<file path="config.mk">
export PLATFORM = sky130hd
export DESIGN_NAME = png_chunk_crc_seq
export DESIGN_NICKNAME = d
export VERILOG_FILES = /design/src/rtl/png_chunk_crc_seq.sv
export SDC_FILE = /design/constraint.sdc
export NUM_CORES = 1
export LEC_CHECK = 0
export ABC_AREA = 0
export ABC_CLOCK_PERIOD_IN_PS = 8900
export CAP_MARGIN = 15
export CORE_UTILIZATION = 40
export CTS_CLUSTER_DIAMETER = 40
export DETAILED_ROUTE_END_ITERATION = 10
export HOLD_SLACK_MARGIN = 0.12
export SYNTH_ARGS = -nofsm -noshare
export SYNTH_HDL_FRONTEND = slang
export SYNTH_SLANG_ARGS = --single-unit
export TNS_END_PERCENT = 20
</file>
<file path="constraint.sdc">
create_clock -name clk -period 8.9 [get_ports clk]
set_input_delay 0.89 -clock clk [delete_from_list [all_inputs] [get_ports clk]]
set_output_delay 0.89 -clock clk [all_outputs]
set_load 0.02 [all_outputs]
</file>
<file path="src/rtl/png_chunk_crc_seq.sv">
// PNG chunk CRC-32 sequencer: IHDR, IDAT stream and IEND chunks, one 32-bit word per cycle.
// Optional macro PNG_IDAT_SPLIT_EN splits the IDAT stream into chunks of IDAT_MAX_BYTES.
module png_chunk_crc_seq #(
    parameter int unsigned SIZE_W_WD      = 16,
    parameter int unsigned SIZE_H_WD      = 16,
    parameter int unsigned BIT_DEPTH      = 8,
    parameter int unsigned COLOR_TYPE     = 6,
    parameter int unsigned LEN_WD         = 32,
    parameter int unsigned IDAT_MAX_BYTES = 65536
) (
    input  logic                 clk,
    input  logic                 rstn,
    input  logic [SIZE_W_WD-1:0] w_i,
    input  logic [SIZE_H_WD-1:0] h_i,
    input  logic                 start_i,
    input  logic                 val_i,
    output logic                 rdy_o,
    input  logic [31:0]          dat_i,
    input  logic [1:0]           num_i,
    input  logic                 lst_i,
    output logic                 crc_val_o,
    output logic [31:0]          crc_o,
    output logic [LEN_WD-1:0]    len_o,
    output logic [1:0]           typ_o,
    output logic                 done_o,
    output logic                 busy_o
);
    localparam int unsigned CRC_WD  = 32;
    localparam int unsigned STEP_WD = 3;
    localparam int unsigned NB_WD   = 3;

    localparam logic [CRC_WD-1:0] CRC_INIT = 32'hFFFF_FFFF;
    localparam logic [CRC_WD-1:0] CRC_POLY = 32'hEDB8_8320;
    localparam logic [CRC_WD-1:0] TYP_IHDR = 32'h4948_4452;
    localparam logic [CRC_WD-1:0] TYP_IDAT = 32'h4944_4154;
    localparam logic [CRC_WD-1:0] TYP_IEND = 32'h4945_4E44;
    localparam logic [1:0]        KIND_IHDR = 2'd0;
    localparam logic [1:0]        KIND_IDAT = 2'd1;
    localparam logic [1:0]        KIND_IEND = 2'd2;
    localparam logic [LEN_WD-1:0] IHDR_LEN  = LEN_WD'(13);

    // Elaboration-time guard on the chunk size
    if (((IDAT_MAX_BYTES % 4) != 0) ||
        (longint'(IDAT_MAX_BYTES) >= (longint'(1) <<< (LEN_WD - 1)))) begin : g_bad_cfg
        $error("png_chunk_crc_seq: IDAT_MAX_BYTES out of range");
    end

    typedef enum logic [2:0] {IDLE, HDR, DTYP, DDAT, ETYP} state_t;

    state_t                state_q, state_d;
    logic [STEP_WD-1:0]    step_q, step_d;
    logic [SIZE_W_WD-1:0]  w_q, w_d;
    logic [SIZE_H_WD-1:0]  h_q, h_d;
    logic [CRC_WD-1:0]     crc_q, crc_d;
    logic [LEN_WD-1:0]     byte_q, byte_d;
    logic                  rdy_d, crc_val_d, done_d, busy_d;
    logic [CRC_WD-1:0]     crc_res_d;
    logic [LEN_WD-1:0]     len_d;
    logic [1:0]            typ_d;
    logic [CRC_WD-1:0]     ab_base, ab_word, crc_new;
    logic [NB_WD-1:0]      ab_nb, beat_nb;
    logic [LEN_WD-1:0]     byte_add;
    logic                  beat_acc;

    // Reflected CRC-32 over the leading nbytes of a word, MSB byte first
    function automatic logic [CRC_WD-1:0] crc_word(input logic [CRC_WD-1:0] crc_in,
                                                   input logic [CRC_WD-1:0] word,
                                                   input logic [NB_WD-1:0]  nbytes);
        logic [CRC_WD-1:0] c;
        c = crc_in;
        for (int b = 0; b < 4; b++) begin
            if (NB_WD'(b) < nbytes) begin
                c = c ^ {24'h00_0000, word[CRC_WD-1-8*b -: 8]};
                for (int k = 0; k < 8; k++) begin
                    c = c[0] ? ((c >> 1) ^ CRC_POLY) : (c >> 1);
                end
            end
        end
        return c;
    endfunction

    assign beat_nb  = NB_WD'(num_i) + NB_WD'(1);
    assign beat_acc = val_i & rdy_o;

`ifdef PNG_IDAT_SPLIT_EN
    assign byte_add = byte_q + LEN_WD'(beat_nb);
`else
    logic [LEN_WD:0] byte_sum;
    assign byte_sum = {1'b0, byte_q} + (LEN_WD+1)'(beat_nb);
    assign byte_add = byte_sum[LEN_WD] ? {LEN_WD{1'b1}} : byte_sum[LEN_WD-1:0];
`endif

    // Word, seed and byte count fed to the single CRC engine
    always_comb begin
        ab_base = crc_q;
        ab_word = dat_i;
        ab_nb   = beat_nb;
        case (state_q)
            HDR: begin
                ab_nb = NB_WD'(4);
                case (step_q)
                    3'd0: begin
                        ab_base = CRC_INIT;
                        ab_word = TYP_IHDR;
                    end
                    3'd1:    ab_word = CRC_WD'(w_q);
                    3'd2:    ab_word = CRC_WD'(h_q);
                    3'd3:    ab_word = {8'(BIT_DEPTH), 8'(COLOR_TYPE), 16'h0000};
                    default: begin
                        ab_word = '0;
                        ab_nb   = NB_WD'(1);
                    end
                endcase
            end
            DTYP: begin
                ab_base = CRC_INIT;
                ab_word = TYP_IDAT;
                ab_nb   = NB_WD'(4);
            end
            ETYP: begin
                ab_base = CRC_INIT;
                ab_word = TYP_IEND;
                ab_nb   = NB_WD'(4);
            end
            default: ;
        endcase
    end

    assign crc_new = crc_word(ab_base, ab_word, ab_nb);

    // Next state, datapath and output values
    always_comb begin
        state_d   = state_q;
        step_d    = step_q;
        w_d       = w_q;
        h_d       = h_q;
        crc_d     = crc_q;
        byte_d    = byte_q;
        crc_val_d = 1'b0;
        done_d    = 1'b0;
        crc_res_d = crc_o;
        len_d     = len_o;
        typ_d     = typ_o;
        case (state_q)
            IDLE: begin
                if (start_i) begin
                    w_d     = w_i;
                    h_d     = h_i;
                    step_d  = '0;
                    state_d = HDR;
                end
            end
            HDR: begin
                crc_d  = crc_new;
                step_d = step_q + STEP_WD'(1);
                if (step_q == STEP_WD'(4)) begin
                    state_d   = DTYP;
                    crc_val_d = 1'b1;
                    crc_res_d = ~crc_new;
                    len_d     = IHDR_LEN;
                    typ_d     = KIND_IHDR;
                end
            end
            DTYP: begin
                crc_d   = crc_new;
                byte_d  = '0;
                state_d = DDAT;
            end
            DDAT: begin
                if (beat_acc) begin
                    crc_d  = crc_new;
                    byte_d = byte_add;
                    if (lst_i) begin
                        state_d   = ETYP;
                        crc_val_d = 1'b1;
                        crc_res_d = ~crc_new;
                        len_d     = byte_add;
                        typ_d     = KIND_IDAT;
                    end
`ifdef PNG_IDAT_SPLIT_EN
                    else if (byte_q + LEN_WD'(4) == LEN_WD'(IDAT_MAX_BYTES)) begin
                        state_d   = DTYP;
                        crc_val_d = 1'b1;
                        crc_res_d = ~crc_new;
                        len_d     = byte_add;
                        typ_d     = KIND_IDAT;
                    end
`endif
                end
            end
            ETYP: begin
                crc_d     = crc_new;
                state_d   = IDLE;
                crc_val_d = 1'b1;
                done_d    = 1'b1;
                crc_res_d = ~crc_new;
                len_d     = '0;
                typ_d     = KIND_IEND;
            end
            default: state_d = IDLE;
        endcase
        rdy_d  = (state_d == DDAT);
        busy_d = (state_d != IDLE);
    end

    always_ff @(posedge clk or negedge rstn) begin
        if (!rstn) begin
            state_q   <= IDLE;
            step_q    <= '0;
            w_q       <= '0;
            h_q       <= '0;
            crc_q     <= CRC_INIT;
            byte_q    <= '0;
            rdy_o     <= 1'b0;
            crc_val_o <= 1'b0;
            crc_o     <= '0;
            len_o     <= '0;
            typ_o     <= '0;
            done_o    <= 1'b0;
            busy_o    <= 1'b0;
        end else begin
            state_q   <= state_d;
            step_q    <= step_d;
            w_q       <= w_d;
            h_q       <= h_d;
            crc_q     <= crc_d;
            byte_q    <= byte_d;
            rdy_o     <= rdy_d;
            crc_val_o <= crc_val_d;
            crc_o     <= crc_res_d;
            len_o     <= len_d;
            typ_o     <= typ_d;
            done_o    <= done_d;
            busy_o    <= busy_d;
        end
    end

endmodule

</file>
# [Word level (Yosys, flattened, before mapping)]
# Cells that the tools add are included.
# Widths: inputs -> output; s select.
[word_totals] regBits=172 in_bits=71 output_inout_bits=70 elab_cells=157
[op_classes] addsub=3 n_lt_le_gt_ge=4 n_eq_ne=13 n_mux=71 bitwise_logic=38 n_reduce_logical=15
[op_table] op="$mux 32" count=46
[op_table] op="$not 13->14" count=32
[op_table] op="$pmux 32 s3" count=3
[op_table] op="$pmux 32 s2" count=3
[op_table] op="$xor 32x8->32" count=4
[op_table] op="$pmux 31 s4" count=1
[op_table] op="$add 32x3->33" count=1
[op_table] op="$not 32->32" count=1
[op_table] op="$mux 3" count=6
[op_table] op="$eq 3x2->1 const B" count=5
[op_table] op="$pmux 3 s2" count=2
[op_table] op="$pmux 3 s4" count=1
[op_table] op="$ne 2x2->1 const B" count=4
[op_table] op="$reduce_and 2->1" count=4
[op_table] op="$eq 3x1->1 const B" count=2
[op_table] op="$eq 3x3->1 const B" count=2
[op_table] op="$logic_not 3->1" count=2
[op_table] op="$lt 1x3->1 const A" count=2
[op_table] op="$lt 2x3->1 const A" count=2
[op_table] op="$mux 2" count=3
[op_table] op="$pmux 2 s3" count=1
[op_table] op="$reduce_bool 2->1" count=3
[op_table] op="$reduce_bool 3->1" count=2
[op_table] op="$mux 1" count=4
[op_table] op="other kinds (8)" count=8

# [Logic depth before layout (Yosys ltp)]
# Gate-level depths: netlist (run 1).
[logic_depth] ltp_word=79 mapped_depth=24 depth_no_buf=20

# [Least setup slack after synthesis (run 1)]
# OpenSTA, ideal clock, no wires.
[synth_path] path_type="input -> register" start="in dat_i[24]" end="reg crc_o[19]" setup_time_ns=0.065 arrival_time_ns=6.155 required_time_ns=8.835 setup_slack_ns=2.681 cell_stages=19 path_buffers=1 path_cell_list="nor2b_1 > a211oi_4 > xnor2_1 > mux2i_2 > mux2i_1 > nand3_2 > xnor2_2 > o311a_1 > or4b_1 > buf_2 > xnor2_2 > xor3_1 > mux2i_1 > xnor2_4 > xor2_2 > xnor2_1 > xnor3_1 > o21ai_1 > mux2_2"
[synth_between] elab_chain_len=57 word_cells_on_any_way=76 classes_between="mux (41); bitwise (35)"
[synth_lines] element="from (decl)" line="18" text="input logic [31:0] dat_i,"
[synth_lines] element="$pmux 32 s3 (*)" line="98" text="case (state_q)"
[synth_lines] element="$xor 32x8->32 (*)" line="73" text="c = c ^ {24'h00_0000, word[CRC_WD-1-8*b -: 8]};"
[synth_lines] element="$mux 32 (*) (2 in series)" line="75" text="c = c[0] ? ((c >> 1) ^ CRC_POLY) : (c >> 1);"
[synth_lines] element="$not 13->14 (no source line) or $mux 32 (tied branches)"
[synth_lines] element="$mux 32 (*)" line="75"
[synth_lines] element="$not 13->14 (no source line) or $mux 32 (tied branches)"
[synth_lines] element="$mux 32 (*) (2 in series)" line="75"
[synth_lines] element="$not 13->14 (no source line) or $mux 32 (tied branches)"
[synth_lines] element="[39 not listed]"
[synth_lines] element="$mux 32" line="75"
[synth_lines] element="$not 13->14 (no source line) or $mux 32 (tied branches)"
[synth_lines] element="$mux 32" line="75"
[synth_lines] element="$mux 32 (*)" line="72" text="if (NB_WD'(b) < nbytes) begin"
[synth_lines] element="$not 32->32 (*)" line="159, 176, 196"
[synth_lines] element="$mux 32" line="173" text="if (lst_i) begin"
[synth_lines] element="$mux 32" line="170" text="if (beat_acc) begin"
[synth_lines] element="$pmux 32 s3 (*)" line="144" text="case (state_q)"
[synth_lines] element="to (signal assigned)" line="230" text="crc_o <= crc_res_d;"
[synth_lines] element="to (decl)" line="22" text="output logic [31:0] crc_o,"
# Every way passes the cells marked *; elsewhere a longest branch is shown, timed or not. The select of a mux whose other input is x is not followed.
# A chain may end at the register's enable or synchronous reset.

# [Worst setup path after layout (run 1)]
[layout_path] start="reg state_q[0]" end="reg crc_o[20]"
[layout_between] elab_chain_len=60 word_cells_on_any_way=92 classes_between="order compare (4); eq/ne (7); mux (43); bitwise (35); reduce/logical (3)"
[layout_lines] element="from (decl)" line="50" text="state_t state_q, state_d;"
[layout_lines] element="from (signal assigned)" line="222" text="state_q <= state_d;"
[layout_lines] element="$eq 3x2->1 or $eq 3x3->1 (tied branches)" line="98, 144"
[layout_lines] element="$reduce_or 2->1 (no source line)"
[layout_lines] element="$pmux 32 s2" line="98"
[layout_lines] element="$xor 32x8->32" line="73"
[layout_lines] element="$not 13->14 (no source line)"
[layout_lines] element="$mux 32" line="75"
[layout_lines] element="$mux 32 or $not 13->14 (tied branches) (3 in series)"
[layout_lines] element="$not 13->14 (no source line) or $mux 32 (tied branches)"
[layout_lines] element="[42 not listed]"
[layout_lines] element="$mux 32" line="75"
[layout_lines] element="$not 13->14 (no source line) or $mux 32 (tied branches)"
[layout_lines] element="$mux 32" line="75"
[layout_lines] element="$mux 32" line="72"
[layout_lines] element="$not 32->32" line="159, 176, 196"
[layout_lines] element="$mux 32" line="173"
[layout_lines] element="$mux 32" line="170"
[layout_lines] element="$pmux 32 s3" line="144"
# Several ways; a longest one is shown, not always the timed one. The select of a mux whose other input is x is not followed.

==> impl_metrics.py, run 1 <==
metrics = {
    "routing": {
        "wire_per_inst_um": 22.3,
        "drtIter0Drc": 951,
        "first_pass_iters": 7,
        "ant_nets": 0,
        "via_count": 12159,
        "viasPerCell": 5.68,
        "drc": 0,
        "wl_um": 47800,
    },
    "synthesis": {
        "synth_xor_area_share_pct": 23.1,
        "async_flop_share_pct": 100,
        "synthDistinctLibCells": 96,
        "synthAdderAreaFrac_pct": 0.934,
        "synth_flop_cell": "dfrtp_1",
        "synth_area_per_cell_sq_um": 8.91,
        "synth.area.top_cells": "dfrtp_1 (25%), xnor2_1 (8.8%), dfstp_2 (5.9%)",
        "synth-simple-area-share_pct": 17.0,
        "synth_compound_area_share_pct": 18.1,
        "syn_inst": 1593,
        "synth_warnings": 0,
        "synth_top_area_share_pct": 24.7,
        "yosys_register_bits": 172,
        "synth_fp_nets": 1674,
        "seq_area_frac_synth_pct": 30.6,
        "synth_top_family_by_area": "XOR/XNOR gates",
        "synth_edf_count": 0,
        "syn_area_sq_mm": 0.0142,
        "synthMuxAreaShare_pct": 6.69,
        "synth_top_cell_by_area": "dfrtp_1",
    },
    "final_layout": {
        "multi_input_area_sq_mm": 0.00940,
        "layout_common_cells": "nand2_1 (217), xnor2_1 (143), dfrtp_1 (140)",
        "fillers": 3335,
        "drive_above_1_share_pct": 13.2,
        "antenna_cells": 0,
        "nNetsFinal": 1753,
        "synthToLayoutAreaGrowth_pct": 16.9,
        "mostFrequentLayoutCell": "nand2_1",
        "seqCellArea_sq_mm": 0.00434,
    },
    "floorplanning": {
        "fp.dieH_um": 190,
        "coreArea_sq_mm": 0.0347,
        "rows": 68,
        "die_w_um": 190,
        "die_area_sq_mm": 0.0363,
        "ios": 141,
        "start_util_pct": 40.9,
    },
    "global_routing": {
        "overflow": 0,
        "grt_max_degree": 75,
        "grt_usage_pct": 27.3,
        "antenna_found_initial": 2,
        "grt_pass1_vias": 11989,
        "grt_pass1_wl_um": 74100,
    },
    "sta": {
        "timing_hold_violations_final": 0,
        "worst_pin_slew_ns": 1.13,
        "tns_ns": 0,
        "period_minus_slack_ns": 7.69,
        "clock.fmax_mhz": 130,
        "rsz0062_at_grt": "false",
        "drv_slew": 0,
        "setup_viol": 0,
        "finalCritPeriodShare_pct": 86.4,
        "skew_ns": 0.0107,
        "max_slew_margin_pct": 24.6,
    },
    "critical_path": {
        "cp-startpoint": "state_q[0]",
        "critPathCaptureType": "flip-flop",
        "r2r_cells": 19,
        "timing.rr.end": "crc_o[20]",
        "worstSetupPathType": "flip-flop to flip-flop",
        "cp_max_fo": 23,
        "required_ns": 9.20,
        "worstSetupStartpointType": "flip-flop",
        "r2r_start": "state_q[0]",
        "r2r_slack_ns": 1.21,
        "crit_arrival_ns": 7.99,
    },
    "status": {
        "outcome": "finished, final reports clean",
    },
    "clock_tree": {
        "cts_setup_buffers": 0,
        "post_cts_resized": 0,
        "cts_buffers": 17,
        "clock_latency_ns": 0.46,
        "clkTransAtPathRegs_ns": 0.08,
        "clk_path_buf_depth": 2,
        "holdBufCountCts": 0,
        "htree_levels": 4,
        "root_buffer": "clkbuf_16",
        "cts_tree": "built",
        "clock-sinks": 172,
    },
    "worst_hold_path": {
        "hold_class": "input pin to asynchronous set/reset pin",
    },
    "placement": {
        "place_congestion": 0.935,
        "port_buffers": 140,
        "dp_hpwl_um": 36400,
    },
    "run": {
        "cap_violations": 0,
    },
}
cells by family after synthesis:
logic type                 count (synthesis)
AOI/OAI and AO/OA                        398
adders and majority gates                 10
DFF                                      172
muxes                                     87
and+or+nand+nor                          511
buffers and inverters                    126
xor gates and xnor gates                 289
critical path: stages, from the launching register on:
cell and delay, ns:
dfrtp_1 0.84, or3b_1 0.63, inv_4 0.22, a2111oi_2 0.64, nor3_1 0.16, o211ai_1 0.35, a311oi_1 0.20, a311oi_4 0.37
xnor3_1 0.49, or4_4 0.44, a31oi_4 0.30, xor2_4 0.34, xnor3_1 0.55, mux2i_1 0.19, nor4_4 0.70, xor2_2 0.22
xnor2_1 0.33, xnor3_1 0.26, mux2i_1 0.20, a21oi_1 0.09
routing by layer:
metal  track usage [%]  routed length, um  vias to the layer above
met3              4.56               2610                       55
met2              42.6              21800                      328
li1                  -                  -                     5741
met1              38.0              21900                     6035
met5                 0                  0                        -
met4              9.48               1490                        0
worst max path at each step:
stage                end  slack [ns]  cells after the start
6_report       crc_o[20]        1.21                     19
2_1_floorplan  crc_o[19]        2.68                     19
3_5_place_dp   crc_o[19]        1.22                     19
3_3_place_gp    crc_q[6]        1.20                     23
5_1_grt        crc_o[27]        0.73                     20
4_1_cts         crc_q[6]        1.29                     18
cells in the mapped netlist, drive strengths merged, types with 10 or more instances:
library cell and number:
xor2 94, buf 28, nand3 30, nor2b 13, dfrtp 140, a31oi 14, o31ai 11, xnor2 157
mux2 57, dfstp 32, o211ai 21, nand2 217, xnor3 32, a22o 17, and3 18, o21ai 139
a21oi 108, nand4 12, nor3 18, mux2i 30, o22a 10, clkbuf 81, inv 17, a22oi 17
nor2 135
state kept, by name (all words and copies together), names as in the netlist, 2 cells and up:
| signal | flops |
|---|---|
| byte_q | 32 |
| crc_o | 32 |
| crc_q | 32 |
| h_q | 16 |
| len_o | 32 |
| state_q | 3 |
| step_q | 3 |
| typ_o | 2 |
| w_q | 16 |
metrics by stage:
step	hold WS [ns]	cell area, sq um	util [%]	setup slack [ns]	cells
finish	0.395	16600	47.8	1.21	2140
detailed placement	0.460	16000	46.1	1.22	2107
global route	0.445	16600	47.8	0.734	2140
floorplan	0.452	14200	-	2.68	1593
global placement	0.453	16000	46.1	1.20	2107
CTS	0.442	16600	47.8	1.29	2139
layout make-up:
cell class	count	area share, %
tap	455	3.43
sequential	172	26.2
timing repair buffer	169	9.76
clock inverter	15	1.02
inverter	17	0.400
clock buffer	17	2.56
multi-input combinational	1295	56.6
Power of run 1 is left out: the tool's default activity adds up to more than one toggle a clock period on the data nets, which glitch-free logic cannot reach.
==> inputs of run 2 (changes only) <==
CORE_UTILIZATION = 45   (was 40)
PLACE_DENSITY = 0.65   (was unset)
==> impl_metrics.py, run 2 (synthesis gave the netlist of run 1 again) <==
metrics = {
    "status": {
        "outcome": "complete, but fails checks",
        "violations": "DRC",
    },
    "clock_tree": {
        "holdBufCountCts": 0,
        "root_buffer": "clkbuf_16",
        "clock_latency_ns": 0.48,
        "clkTransAtPathRegs_ns": 0.09,
        "htree_levels": 4,
        "cts_setup_buffers": 0,
        "clock-sinks": 172,
        "clk_path_buf_depth": 2,
        "cts_buffers": 17,
        "cts_tree": "built",
        "post_cts_resized": 0,
    },
    "worst_hold_path": {
        "hold_class": "input pin to asynchronous set/reset pin",
    },
    "critical_path": {
        "required_ns": 9.30,
        "worstSetupPathType": "flip-flop to flip-flop",
        "cp_max_fo": 23,
        "worstSetupStartpointType": "flip-flop",
        "timing.rr.end": "crc_o[19]",
        "r2r_slack_ns": 1.24,
        "cp-endpoint": "crc_o[19]",
        "r2r_cells": 18,
        "r2r_start": "state_q[0]",
        "cp-startpoint": "state_q[0]",
        "crit_arrival_ns": 8.06,
        "critPathCaptureType": "flip-flop",
    },
    "placement": {
        "place_congestion": 0.936,
        "dp_hpwl_um": 35500,
        "port_buffers": 140,
    },
    "sta": {
        "max_slew_margin_pct": 32.0,
        "timing_hold_violations_final": 0,
        "setup_viol": 0,
        "clock.fmax_mhz": 131,
        "finalCritPeriodShare_pct": 86.0,
        "worst_pin_slew_ns": 1.01,
        "drv_slew": 0,
        "rsz0062_at_grt": "false",
        "skew_ns": 0.0295,
        "tns_ns": 0,
        "period_minus_slack_ns": 7.66,
    },
    "final_layout": {
        "fillers": 2818,
        "layout_common_cells": "nand2_1 (217), xnor2_1 (143), dfrtp_1 (140)",
        "mostFrequentLayoutCell": "nand2_1",
        "drive_above_1_share_pct": 13.3,
        "nNetsFinal": 1758,
        "seqCellArea_sq_mm": 0.00434,
        "multi_input_area_sq_mm": 0.00940,
        "antenna_cells": 0,
        "synthToLayoutAreaGrowth_pct": 16.9,
    },
    "routing": {
        "via_count": 12347,
        "ant_nets": 0,
        "wl_um": 47300,
        "drc": 4,
        "first_pass_iters": 10,
        "viasPerCell": 5.92,
        "wire_per_inst_um": 22.7,
        "drtIter0Drc": 1076,
    },
    "floorplanning": {
        "ios": 141,
        "start_util_pct": 46.1,
        "die_w_um": 180,
        "die_area_sq_mm": 0.0323,
        "rows": 64,
        "fp.dieH_um": 180,
        "coreArea_sq_mm": 0.0308,
    },
    "global_routing": {
        "overflow": 0,
        "grt_pass1_wl_um": 72400,
        "antenna_found_initial": 0,
        "grt_max_degree": 77,
        "grt_usage_pct": 29.6,
        "grt_pass1_vias": 11926,
    },
    "run": {
        "cap_violations": 0,
    },
}
## run 2: worst min-delay path by stage
stage / cells past startpoint / slack (ns) / startpoint / to
floorplan: 2 / 0.45 / byte_q[2] / byte_q[2]
global placement: 2 / 0.46 / len_o[13] / len_o[13]
detailed placement: 2 / 0.46 / len_o[27] / len_o[27]
CTS: 1 / 0.42 / rstn / state_q[0]
global route: 1 / 0.45 / rstn / state_q[0]
finish: 1 / 0.41 / rstn / state_q[0]
## run 2: worst max-delay path, cell delays in order (launching register included)
cell      delay [ns]
dfrtp_1         0.86
or3b_4          0.61
a211oi_4        0.55
xnor2_1         0.35
mux2i_2         0.40
mux2i_1         0.27
nand3_2         0.28
xnor2_2         0.47
o311a_1         0.22
or4b_1          0.67
xnor2_2         0.36
xor3_1          0.48
mux2i_1         0.46
xnor2_4         0.25
xor2_2          0.37
xnor2_1         0.26
xnor3_1         0.38
o21ai_1         0.15
mux2_2          0.17
## run 2: cell type report
class	count	share of cell area [%]
clock inverters	14	1.19
inverters	17	0.400
multi-input cells	1295	56.7
clock buffers	17	2.56
flip-flops and latches	172	26.2
repair buffers	174	10.0
well taps	396	2.99
## run 2: per-stage QoR
stage | instance area, sq um | hold slack (ns) | instances | worst slack [ns] | util, %
after floorplan | 14200 | 0.452 | 1593 | 2.68 | -
after global placement | 16000 | 0.456 | 2053 | 1.36 | 51.8
after detailed placement | 16000 | 0.455 | 2053 | 1.18 | 51.8
after CTS | 16600 | 0.418 | 2084 | 1.34 | 53.8
after global routing | 16600 | 0.451 | 2085 | 0.918 | 53.8
final | 16600 | 0.407 | 2085 | 1.24 | 53.8
## run 2: metal layers
layer / track usage (%) / up-vias / wire length [um]
li1: - / 5750 / -
met5: 0 / - / 0
met4: 12.3 / 0 / 1820
met3: 5.51 / 80 / 3020
met1: 40.3 / 6097 / 21000
met2: 46.2 / 420 / 21500
Power of run 2 is left out for the same reason.
==> inputs of run 3 (changes only) <==
MAX_ROUTING_LAYER = met4   (was unset)
PLACE_DENSITY = unset   (was 0.65)
PLACE_DENSITY_LB_ADDON = 0.3   (was unset)
==> impl_metrics.py, run 3 (synthesis gave the netlist of run 1 again) <==
metrics = {
    "status": {
        "outcome": "complete, but fails checks",
        "violations": "DRC",
    },
    "critical_path": {
        "r2r_cells": 18,
        "cp_max_fo": 23,
        "cpLargestDelayFamily": "XOR/XNOR gates",
        "cp_common_cell": "xnor3_1",
        "crit_arrival_ns": 7.84,
        "crit_buf_inv": 0,
        "path_cells": "or3b_4, a211oi_4, xnor2_1, mux2i_2, mux2i_1, nand3_2, xnor2_2, xnor3_1, mux2i_2, xor2_2, xnor3_1, o21ai_2, xnor2_2, xor2_2, xnor2_4, xnor3_1, mux2i_1, a21oi_1",
        "critPathCaptureType": "flip-flop",
        "required_ns": 9.19,
        "cp.depth": 18,
        "worstSetupStartpointType": "flip-flop",
        "worstSetupPathType": "flip-flop to flip-flop",
        "critical_path.slowest_cell": "dfrtp_1",
        "cpPeakStageDelay_ns": 0.83,
    },
    "final_layout": {
        "mostFrequentLayoutCell": "nand2_1",
        "drive_above_1_share_pct": 13.4,
        "antenna_cells": 0,
        "layout_common_cells": "nand2_1 (217), xnor2_1 (143), dfrtp_1 (140)",
        "nNetsFinal": 1758,
        "fillers": 2835,
        "synthToLayoutAreaGrowth_pct": 16.8,
    },
    "placement": {
        "port_buffers": 140,
        "dp_hpwl_um": 35800,
        "place_congestion": 0.951,
    },
    "routing": {
        "wire_per_inst_um": 22.6,
        "first_pass_iters": 8,
        "via_count": 12337,
        "drc": 6,
        "wl_um": 47000,
        "drtIter0Drc": 1341,
        "viasPerCell": 5.91,
        "ant_nets": 0,
    },
    "clock_tree": {
        "clock-sinks": 172,
        "cts_tree": "built",
        "cts_buffers": 17,
        "clkTransAtPathRegs_ns": 0.07,
        "clk_path_buf_depth": 2,
        "htree_levels": 4,
        "clock_latency_ns": 0.45,
        "root_buffer": "clkbuf_16",
        "cts_setup_buffers": 0,
        "post_cts_resized": 0,
        "holdBufCountCts": 0,
    },
    "global_routing": {
        "grt_pass1_vias": 11943,
        "overflow": 0,
        "grt_pass1_wl_um": 72700,
        "grt_usage_pct": 30.4,
        "antenna_found_initial": 0,
        "grt_max_degree": 71,
    },
    "sta": {
        "setup_viol": 0,
        "clock.fmax_mhz": 132,
        "timing_hold_violations_final": 0,
        "max_slew_margin_pct": 25.3,
        "worst_pin_slew_ns": 1.12,
        "finalCritPeriodShare_pct": 84.9,
        "skew_ns": 0.0162,
        "period_minus_slack_ns": 7.56,
        "rsz0062_at_grt": "false",
        "tns_ns": 0,
        "drv_slew": 0,
    },
    "floorplanning": {
        "die_w_um": 180,
        "coreArea_sq_mm": 0.0308,
        "die_area_sq_mm": 0.0323,
        "rows": 64,
        "ios": 141,
        "start_util_pct": 46.1,
        "fp.dieH_um": 180,
    },
    "worst_hold_path": {
        "hold_class": "input pin to asynchronous set/reset pin",
    },
    "run": {
        "cap_violations": 0,
    },
}
-- run 3: area by class of cell --
cell class / count / area [sq um] / share of cell area (%)
Clock buffer: 18 / 439 / 2.65
Clock inverter: 14 / 183 / 1.10
Inverter: 17 / 66.3 / 0.400
Multi-Input combinational cell: 1295 / 9400 / 56.7
Sequential cell: 172 / 4340 / 26.2
Tap cell: 396 / 495 / 2.99
Timing Repair Buffer: 174 / 1660 / 9.99
-- run 3: through the flow --
stage	area, sq um	instances	hold WS, ns	setup slack, ns	utilization [%]
after global placement	16000	2054	0.454	1.40	51.8
after global routing	16600	2086	0.443	0.885	53.8
after floorplan	14200	1593	0.452	2.68	-
after detailed placement	16000	2054	0.461	1.25	51.8
after CTS	16600	2086	0.423	1.39	53.8
final	16600	2086	0.414	1.34	53.8
-- run 3: metal layers --
layer | vias up | track usage, % | share of wire (%) | routed length [um]
li1 | 5730 | - | - | -
met5 | - | - | 0 | 0
met1 | 6061 | 40.8 | 44 | 20500
met2 | 488 | 46.8 | 46 | 21600
met3 | 58 | 5.33 | 7.5 | 3520
met4 | 0 | 9.66 | 3.0 | 1390
-- run 3: worst paths after layout --
kind,start,slack (ns),end
worst max-delay path,state_q[0],1.34,crc_o[20]
worst min-delay path,rstn,0.41,crc_o[10]
worst max register to register,state_q[0],1.34,crc_o[20]
worst min register to register,len_o[13],0.47,len_o[13]
max in group asynchronous,rstn,7.14,step_q[0]
min in group clk,len_o[13],0.47,len_o[13]
Power of run 3 is left out for the same reason.
